`src/rtl/seg7_scan_driver_if.sv`:
```
// seg7_scan_driver_if: value/control inputs and display outputs of the scan driver.
interface seg7_scan_driver_if;
  logic [15:0] value;
  logic [3:0]  dp;
  logic        load;
  logic        blank_lz;
  logic [7:0]  seg;
  logic [3:0]  an;
  logic        frame_start;
  logic        pending;
  modport master (output value, dp, load, blank_lz, input seg, an, frame_start, pending);
  modport slave (input value, dp, load, blank_lz, output seg, an, frame_start, pending);
endinterface

```
`src/rtl/seg7_scan_driver.sv`:
```
// seg7_scan_driver: four-digit multiplexed seven-segment driver with frame-aligned commit.
module seg7_scan_driver #(
  parameter int REFRESH_DIV  = 50000,
  parameter int BLANK_CYCLES = 16
) (
  input logic system1000,
  input logic system1000_rst,
  seg7_scan_driver_if.slave bus
);
  localparam int CW = $clog2(REFRESH_DIV);
  localparam logic [CW-1:0] LAST = CW'(REFRESH_DIV - 1);
  localparam logic [6:0] SEG_LUT [16] = '{7'h40, 7'h79, 7'h24, 7'h30, 7'h19, 7'h12, 7'h02, 7'h78,
                                          7'h00, 7'h10, 7'h08, 7'h03, 7'h46, 7'h21, 7'h06, 7'h0E};
  logic [CW-1:0] cnt_q, cnt_d;
  logic [1:0]    dig_q, dig_d;
  logic [15:0]   shadow_q, shadow_d, pend_q, pend_d;
  logic [3:0]    sdp_q, sdp_d, pdp_q, pdp_d;
  logic          pend_v_q, pend_v_d, wrap_q, wrap_d;
  logic [3:0]    an_q, an_d;
  logic [7:0]    seg_q, seg_d;
  logic          frame_start_q, frame_start_d, pending_q, pending_d;
  logic          slot_end, boundary, blank;
  logic [15:0]   upper;
  always_comb begin
    slot_end      = cnt_q == LAST;
    boundary      = slot_end && dig_q == 2'd3;
    cnt_d         = slot_end ? '0 : cnt_q + CW'(1);
    dig_d         = slot_end ? dig_q + 2'd1 : dig_q;
    pend_d        = bus.load ? bus.value : pend_q;
    pdp_d         = bus.load ? bus.dp : pdp_q;
    pend_v_d      = !boundary && (bus.load || pend_v_q);
    // a load landing on the boundary bypasses the pending register
    shadow_d      = boundary && bus.load ? bus.value : boundary && pend_v_q ? pend_q : shadow_q;
    sdp_d         = boundary && bus.load ? bus.dp : boundary && pend_v_q ? pdp_q : sdp_q;
    wrap_d        = boundary;
    upper         = shadow_q >> {dig_q, 2'b00};
    blank         = bus.blank_lz && dig_q != 2'd0 && upper == 16'h0;
    an_d          = 32'(cnt_q) < BLANK_CYCLES ? 4'hF : ~(4'b0001 << dig_q);
    seg_d         = {~sdp_q[dig_q], blank ? 7'h7F : SEG_LUT[upper[3:0]]};
    frame_start_d = wrap_q;
    pending_d     = pend_v_q;
  end
  always_ff @(posedge system1000) begin
    if (system1000_rst) begin
      cnt_q         <= '0;
      dig_q         <= '0;
      shadow_q      <= '0;
      sdp_q         <= '0;
      pend_q        <= '0;
      pdp_q         <= '0;
      pend_v_q      <= 1'b0;
      wrap_q        <= 1'b0;
      an_q          <= 4'hF;
      seg_q         <= 8'hFF;
      frame_start_q <= 1'b0;
      pending_q     <= 1'b0;
    end else begin
      cnt_q         <= cnt_d;
      dig_q         <= dig_d;
      shadow_q      <= shadow_d;
      sdp_q         <= sdp_d;
      pend_q        <= pend_d;
      pdp_q         <= pdp_d;
      pend_v_q      <= pend_v_d;
      wrap_q        <= wrap_d;
      an_q          <= an_d;
      seg_q         <= seg_d;
      frame_start_q <= frame_start_d;
      pending_q     <= pending_d;
    end
  end
  assign bus.an          = an_q;
  assign bus.seg         = seg_q;
  assign bus.frame_start = frame_start_q;
  assign bus.pending     = pending_q;
endmodule
```
`src/flat_wrapper.sv`:
```
// flat-port wrapper written by rule: the top's interface ports become plain ports
module seg7_scan_driver_flat 
#(
  parameter int REFRESH_DIV  = 50000,
  parameter int BLANK_CYCLES = 16
)
  (system1000, system1000_rst, bus_value, bus_dp, bus_load, bus_blank_lz, bus_seg, bus_an, bus_frame_start, bus_pending);
  seg7_scan_driver_if bus_i ();
  input logic system1000;
  input logic system1000_rst;
  input wire logic [$bits(bus_i.value)-1:0] bus_value;
  input wire logic [$bits(bus_i.dp)-1:0] bus_dp;
  input wire logic [$bits(bus_i.load)-1:0] bus_load;
  input wire logic [$bits(bus_i.blank_lz)-1:0] bus_blank_lz;
  output wire logic [$bits(bus_i.seg)-1:0] bus_seg;
  output wire logic [$bits(bus_i.an)-1:0] bus_an;
  output wire logic [$bits(bus_i.frame_start)-1:0] bus_frame_start;
  output wire logic [$bits(bus_i.pending)-1:0] bus_pending;
  assign bus_i.value = bus_value;
  assign bus_i.dp = bus_dp;
  assign bus_i.load = bus_load;
  assign bus_i.blank_lz = bus_blank_lz;
  assign bus_seg = bus_i.seg;
  assign bus_an = bus_i.an;
  assign bus_frame_start = bus_i.frame_start;
  assign bus_pending = bus_i.pending;
  seg7_scan_driver #(.REFRESH_DIV(REFRESH_DIV), .BLANK_CYCLES(BLANK_CYCLES)) u_core (.system1000(system1000), .system1000_rst(system1000_rst), .bus(bus_i));
endmodule
```
`config.mk`:
```
export PLATFORM = sky130hd
export DESIGN_NAME = seg7_scan_driver_flat
export DESIGN_NICKNAME = d
export VERILOG_FILES = /design/src/rtl/seg7_scan_driver_if.sv /design/src/rtl/seg7_scan_driver.sv /design/src/flat_wrapper.sv
export SDC_FILE = /design/constraint.sdc
export NUM_CORES = 1
export LEC_CHECK = 0
export CAP_MARGIN = 40
export CORE_UTILIZATION = 50
export DETAILED_ROUTE_END_ITERATION = 8
export PLACE_DENSITY = 0.75
export REMOVE_ABC_BUFFERS = 1
export SYNTH_ARGS = -nofsm -noshare
export SYNTH_HDL_FRONTEND = slang
export SYNTH_SLANG_ARGS = --single-unit
```
`constraint.sdc`:
```
create_clock -name system1000 -period 2.3 [get_ports system1000]
set_input_delay 0.46 -clock system1000 [delete_from_list [all_inputs] [get_ports system1000]]
set_output_delay 0.46 -clock system1000 [all_outputs]
set_load 0.05 [all_outputs]
```
==> results.tsv, run 1 <==
metric	value	unit
status	complete, no violations	
core area	6310	um2
DRC Markers	0	
Hold Path Class	reg -> reg	
largest net degree at the start of global routing	43	
vias per inst	5.36	
Top Layer Used	met4	
Post-DP HPWL	4500	um
DR pass1 iterations	5	
endpoints failing setup	0	
CP Capture Type	flip-flop	
CTS tree	built	
ys flop type	dfxtp_1	
Slew HR	0.487	
Boundary Pins	38	
fin crit period	2.16	ns
combinational family with the most area after synthesis	simple AND/OR/NAND/NOR gates	
first-pass GRT wire length	11000	um
Port Buffers	37	
drt wl/cell	13.8	um
CP Data Required Time	2.54	ns
H-tree levels	3	
mux cell area share after synthesis	0.140	
Synth async-reset ratio	0	
Simple-Gate Fraction of Synth Area	0.201	
share of layout cells above drive strength 1	0.139	
Power Total	2.63	mW
CTS Sinks	74	
Final Max Slew Viols	0	
number of flops mapped to enable cells by yosys	0	
Placer Congestion	0.906	
worst skew pair latency	0.35	ns
met2 wire length	2840	um
worst-margin pin slew	0.768	ns
num rows	29	
gr usage total	0.200	
nets	409	
post-synth cell types	46	
Met1 Wirelength	3080	um
Max Fclk	0.462	GHz
leak pwr	1.54	nW
adder-cell share of the synthesized area	0.0383	
fin crit share	0.941	
Starting Density	0.517	
Final Hold Violating Endpoints	0	
Total Neg Setup Slack	0	ns
peak supply drop	0.000429	V
Setup Fix Bufs, Post-CTS	0	
crit path DAT	2.41	ns
flops & latches, synth	74	
vias in the first global route	2338	
kind of critical path	reg -> reg	
Detail Route Antenna Nets	0	
xor/xnor cell area share of the yosys netlist	0.0402	
Synth Area in Compound Gates	0.0843	
antenna cells	0	
initial antenna violation count	0	
RSZ-0062 raised after global routing	no	
clk slew on worst S/H paths	0.08	ns
post-synthesis sequential area ratio	0.454	
Power Dens Cells	668	nW/um2
Max-cap violations	0	
synthesized area	3260	um2
root buf cell	clkbuf_8	
Synth Warn #	0	
DRT iter0 DRCs	145	
skew final	0.00799	ns
WL final	6330	um
# fillers	560	
Mapped Cells	335	
Worst setup SP type	flip-flop	
Die X	82.8	um
Die Y	82.8	um
synth-to-layout area growth	20.4	%
gr ovfl total	0	
vias	2451	
CTS buffer count	9	
syn avg cell area	9.74	um2
metal3 WL	237	um
crit-path max FO	7	
die area	6860	um2
Clock Tree Buf Depth	2	
synthesized netlist by cell type, types with 2 or more instances:
| library cell | number | share of area |
|---|---|---|
| inv_1 | 11 | 0.013 |
| nand3_1 | 8 | 0.012 |
| dfxtp_1 | 74 | 0.45 |
| nand4_1 | 3 | 0.0057 |
| and2_1 | 2 | 0.0038 |
| a22oi_1 | 13 | 0.030 |
| buf_2 | 3 | 0.0046 |
| nor3b_1 | 2 | 0.0046 |
| and3_1 | 3 | 0.0057 |
| ha_1 | 10 | 0.038 |
| nand2_1 | 32 | 0.037 |
| clkbuf_8 | 2 | 0.0084 |
| and2b_2 | 8 | 0.021 |
| mux2i_1 | 22 | 0.067 |
| a21o_1 | 2 | 0.0046 |
| xnor2_1 | 9 | 0.024 |
| a31oi_1 | 2 | 0.0038 |
| mux2_2 | 9 | 0.031 |
| o21ai_0 | 12 | 0.018 |
| mux4_2 | 6 | 0.041 |
| nor4_1 | 3 | 0.0057 |
| nor2_1 | 50 | 0.057 |
| xor2_1 | 6 | 0.016 |
| o31ai_1 | 2 | 0.0046 |
| a21oi_1 | 5 | 0.0077 |
| nor3_1 | 7 | 0.011 |
| nor2b_1 | 3 | 0.0057 |
| clkbuf_1 | 8 | 0.0092 |
path summary, 6_finish.rpt:
| check | from | to | slack [ns] | depth (start not counted) |
|---|---|---|---|---|
| hold / removal | u_core.frame_start_d$_SDFF_PP0_ | u_core.bus.frame_start$_SDFF_PP0_ | 0.44 | 1 |
| setup reg to reg | u_core.dig_q[0]$_SDFFE_PP0N_ | u_core.bus.seg[4]$_SDFF_PP1_ | 0.14 | 7 |
| setup / recovery | u_core.dig_q[0]$_SDFFE_PP0N_ | u_core.bus.seg[4]$_SDFF_PP1_ | 0.14 | 7 |
| hold reg to reg | u_core.frame_start_d$_SDFF_PP0_ | u_core.bus.frame_start$_SDFF_PP0_ | 0.44 | 1 |
cell type report:
class	count	area, um2	share of cell area
clock buffer	11	141	0.0360
clock inverter	5	77.6	0.0197
inverter	11	41.3	0.0105
multi-input combinational	234	1650	0.419
sequential	74	1480	0.377
tap	77	96.3	0.0245
timing repair buffer	45	443	0.113
cells by family after synthesis:
group           Yosys count
compound gates           42
mux                      37
simple gates            130
buf+inv                  27
xor+xnor                 15
flops                    74
fa+ha+maj                10
cell usage in the layout (no fill, tap or decap), types with 7 or more instances in the layout:
cell,n
mux2_2,9
nor2_1,50
inv_1,11
o21ai_0,12
xnor2_1,9
dfxtp_1,73
nand2_1,32
clkdlybuf4s50_1,37
buf_4,7
nand3_1,8
a22oi_1,13
clkbuf_8,10
and2b_2,8
ha_1,10
mux2i_1,22
nor3_1,7
per-layer routing:
layer  vias to the layer above  global-route usage
met5                         -                   0
met4                         0               0.103
met2                        59               0.300
met3                        14              0.0447
li1                       1233                   -
met1                      1145               0.271
critical path, stage by stage, from the launching register on:
cell and delay [ns]:
dfxtp_2 0.39, mux4_2 0.58, inv_1 0.13, ha_1 0.22
nand3_1 0.08, nor4_1 0.35, a21oi_2 0.18, o311ai_0 0.13
repair_timing:
item                                    4_1_cts  5_1_grt
endpoints found under the setup margin        0        2
resized for setup                             0        2
hold buffers                                  0        0
power breakdown:
part	total, mW	internal [mW]	leakage, nW	switching, mW
Sequential	1.33	1.31	0.604	0.0140
Clock	1.11	0.637	0.109	0.477
Combinational	0.185	0.0910	0.830	0.0938
Total	2.63	2.04	1.54	0.585
flip-flops by register name (all words and copies together) (netlist names):
name                    cells
u_core.dig_q                2
u_core.shadow_q            16
u_core.bus.frame_start      1
u_core.bus.seg              8
u_core.bus.an               4
u_core.pend_q              16
u_core.bus.pending          1
u_core.pend_v_q             1
u_core.cnt_q               16
u_core.pdp_q                4
u_core.frame_start_d        1
u_core.sdp_q                4
through the flow:
stage          std cells  worst slack (ns)   util  cell area [um2]  hold WS, ns
2_1_floorplan        319            0.0573      -             3170        0.413
3_3_place_gp         441             0.246  0.587             3710        0.420
3_5_place_dp         441             0.135  0.587             3710        0.428
4_1_cts              457             0.135  0.622             3930        0.446
5_1_grt              457            0.0131  0.623             3930        0.468
6_report             457             0.136  0.623             3930        0.444
Note: power is estimated with default switching activity, not from simulation.
==> run 2: changes to the inputs <==
- REMOVE_ABC_BUFFERS: 1 -> unset
==> run 2 against run 1 <==
  * Setup slack improved by 0.038 ns
  * Die area stayed put
  * Sequential power is essentially flat
  * Sequential cell count stayed put
  * Clock power up 6%
  * Design area grew 0.41%
  * The run now ends with DRC left
  * Count of clock-buffer cells in the layout increased by 1
  * Cell count is 0.22% lower
  * Via count shrank 0.82%
==> results.tsv, run 2 (synthesis results as in run 1) <==
metric	value	unit
Final Hold Violating Endpoints	0	
PostCTS Resize Cnt	0	
Total Neg Setup Slack	0	ns
peak supply drop	0.000500	V
CP cell instances	mux4_2 > inv_1 > ha_1 > nand3_1 > nor4_2 > a21oi_2 > o311ai_0	
gr usage total	0.199	
crit path DAT	2.37	ns
synth-to-layout area growth	20.9	%
leak pwr	1.55	nW
worst-margin pin slew	0.831	ns
Clock Tree Buf Depth	2	
Final Non-Filler Cells	456	
DR pass1 iterations	6	
CTS Sinks	74	
CP top delay family	multiplexers	
Starting Density	0.517	
crit-path max FO	7	
Final Max Slew Viols	0	
Regs by FF count	u_core.cnt_q x16, u_core.pend_q x16, u_core.shadow_q x16	
skew final	0.00629	ns
H-tree levels	3	
CP Capture Type	flip-flop	
Power Dens Cells	681	nW/um2
initial antenna violation count	0	
nets	408	
placed inst area	3700	um2
syn_nets	369	
CP Data Required Time	2.54	ns
Placer Congestion	0.894	
share of layout cells above drive strength 1	0.140	
vias in the first global route	2273	
Die Y	82.8	um
vias	2431	
first-pass GRT wire length	10900	um
Detail Route Antenna Nets	0	
CP max-delay cell	mux4_2	
clk slew on worst S/H paths	0.08	ns
fin area	3950	um2
WL final	6380	um
antenna cells	0	
root buf cell	clkbuf_8	
Max-cap violations	0	
Slew HR	0.445	
num rows	29	
Setup Fix Bufs, Post-CTS	0	
endpoints failing setup	0	
fin crit period	2.13	ns
largest net degree at the start of global routing	43	
status	finished with violations	
kind of critical path	reg -> reg	
gr ovfl total	0	
die area	6860	um2
CTS tree	built	
failing checks	DRC	
vias per inst	5.33	
Bufs and invs on worst path	1	
DRT iter0 DRCs	180	
cts hold-fix bufs	0	
Hold Path Class	reg -> reg	
Post-DP HPWL	4410	um
placed cells	440	
worst skew pair latency	0.35	ns
fin crit share	0.924	
Max Fclk	0.470	GHz
Boundary Pins	38	
Die X	82.8	um
most common cell after layout, fill and taps aside	dfxtp_1	
Worst setup SP type	flip-flop	
CTS buffer count	9	
DRC Markers	2	
core area	6310	um2
# fillers	543	
commonest cells after routing, fill and taps aside	74 x dfxtp_1, 50 x nor2_1, 37 x clkdlybuf4s50_1	
Power Total	2.69	mW
crit-path max cell delay	0.59	ns
drt wl/cell	14.0	um
Port Buffers	37	
## run 2: cell types whose count changed in the layout (fill, tap and decap cells not counted), sizes merged
cell / previous run / this run
clkinv: 2 / 1
buf: 8 / 7
clkbuf: 11 / 12
## run 2: path summary, 6_finish.rpt
check	start	to	slack [ns]	cells after the start
hold reg to reg	u_core.cnt_q[0]$_SDFF_PP0_	u_core.cnt_q[0]$_SDFF_PP0_	0.44	1
hold / removal	u_core.cnt_q[0]$_SDFF_PP0_	u_core.cnt_q[0]$_SDFF_PP0_	0.44	1
setup reg to reg	u_core.dig_q[0]$_SDFFE_PP0N_	u_core.bus.seg[4]$_SDFF_PP1_	0.17	7
setup / recovery	u_core.dig_q[0]$_SDFFE_PP0N_	u_core.bus.seg[4]$_SDFF_PP1_	0.17	7
## run 2: worst reg2reg max path, cell delays in order (launching register included)
cell	delay, ns
dfxtp_1	0.39
mux4_2	0.59
inv_1	0.14
ha_1	0.23
nand3_1	0.11
nor4_2	0.27
a21oi_2	0.16
o311ai_0	0.12
## run 2: where the power goes
| part | internal, mW | switching, mW | leakage, nW | total [mW] |
|---|---|---|---|---|
| clock network | 0.698 | 0.484 | 0.119 | 1.18 |
| logic | 0.0899 | 0.0925 | 0.827 | 0.182 |
| registers | 1.31 | 0.0128 | 0.604 | 1.33 |
| total | 2.10 | 0.589 | 1.55 | 2.69 |
## run 2: routing by layer
metal  routed length (um)  share of wire  GRT usage  up-vias
li1                     -              -          -     1233
met1                 2940           0.46      0.261     1132
met2                 3040           0.48      0.306       52
met3                  265          0.042     0.0567       14
met4                  137          0.021     0.0862        0
met5                    0              0          0        -
## run 2: final cells by class
type	instances	area, um2	share of cell area
multi-input cells	234	1660	0.419
flip-flops and latches	74	1480	0.375
repair buffers	44	435	0.110
clock buffers	12	165	0.0418
well taps	77	96.3	0.0244
clock inverters	4	72.6	0.0184
inverters	11	41.3	0.0105
## run 2: through the flow
step                utilization  hold slack [ns]  setup slack [ns]
global placement          0.586            0.423             0.277
detailed placement        0.586            0.427             0.167
global route              0.625            0.457           -0.0276
floorplan                     -            0.412            0.0589
finish                    0.625            0.441             0.174
CTS                       0.624            0.445             0.134
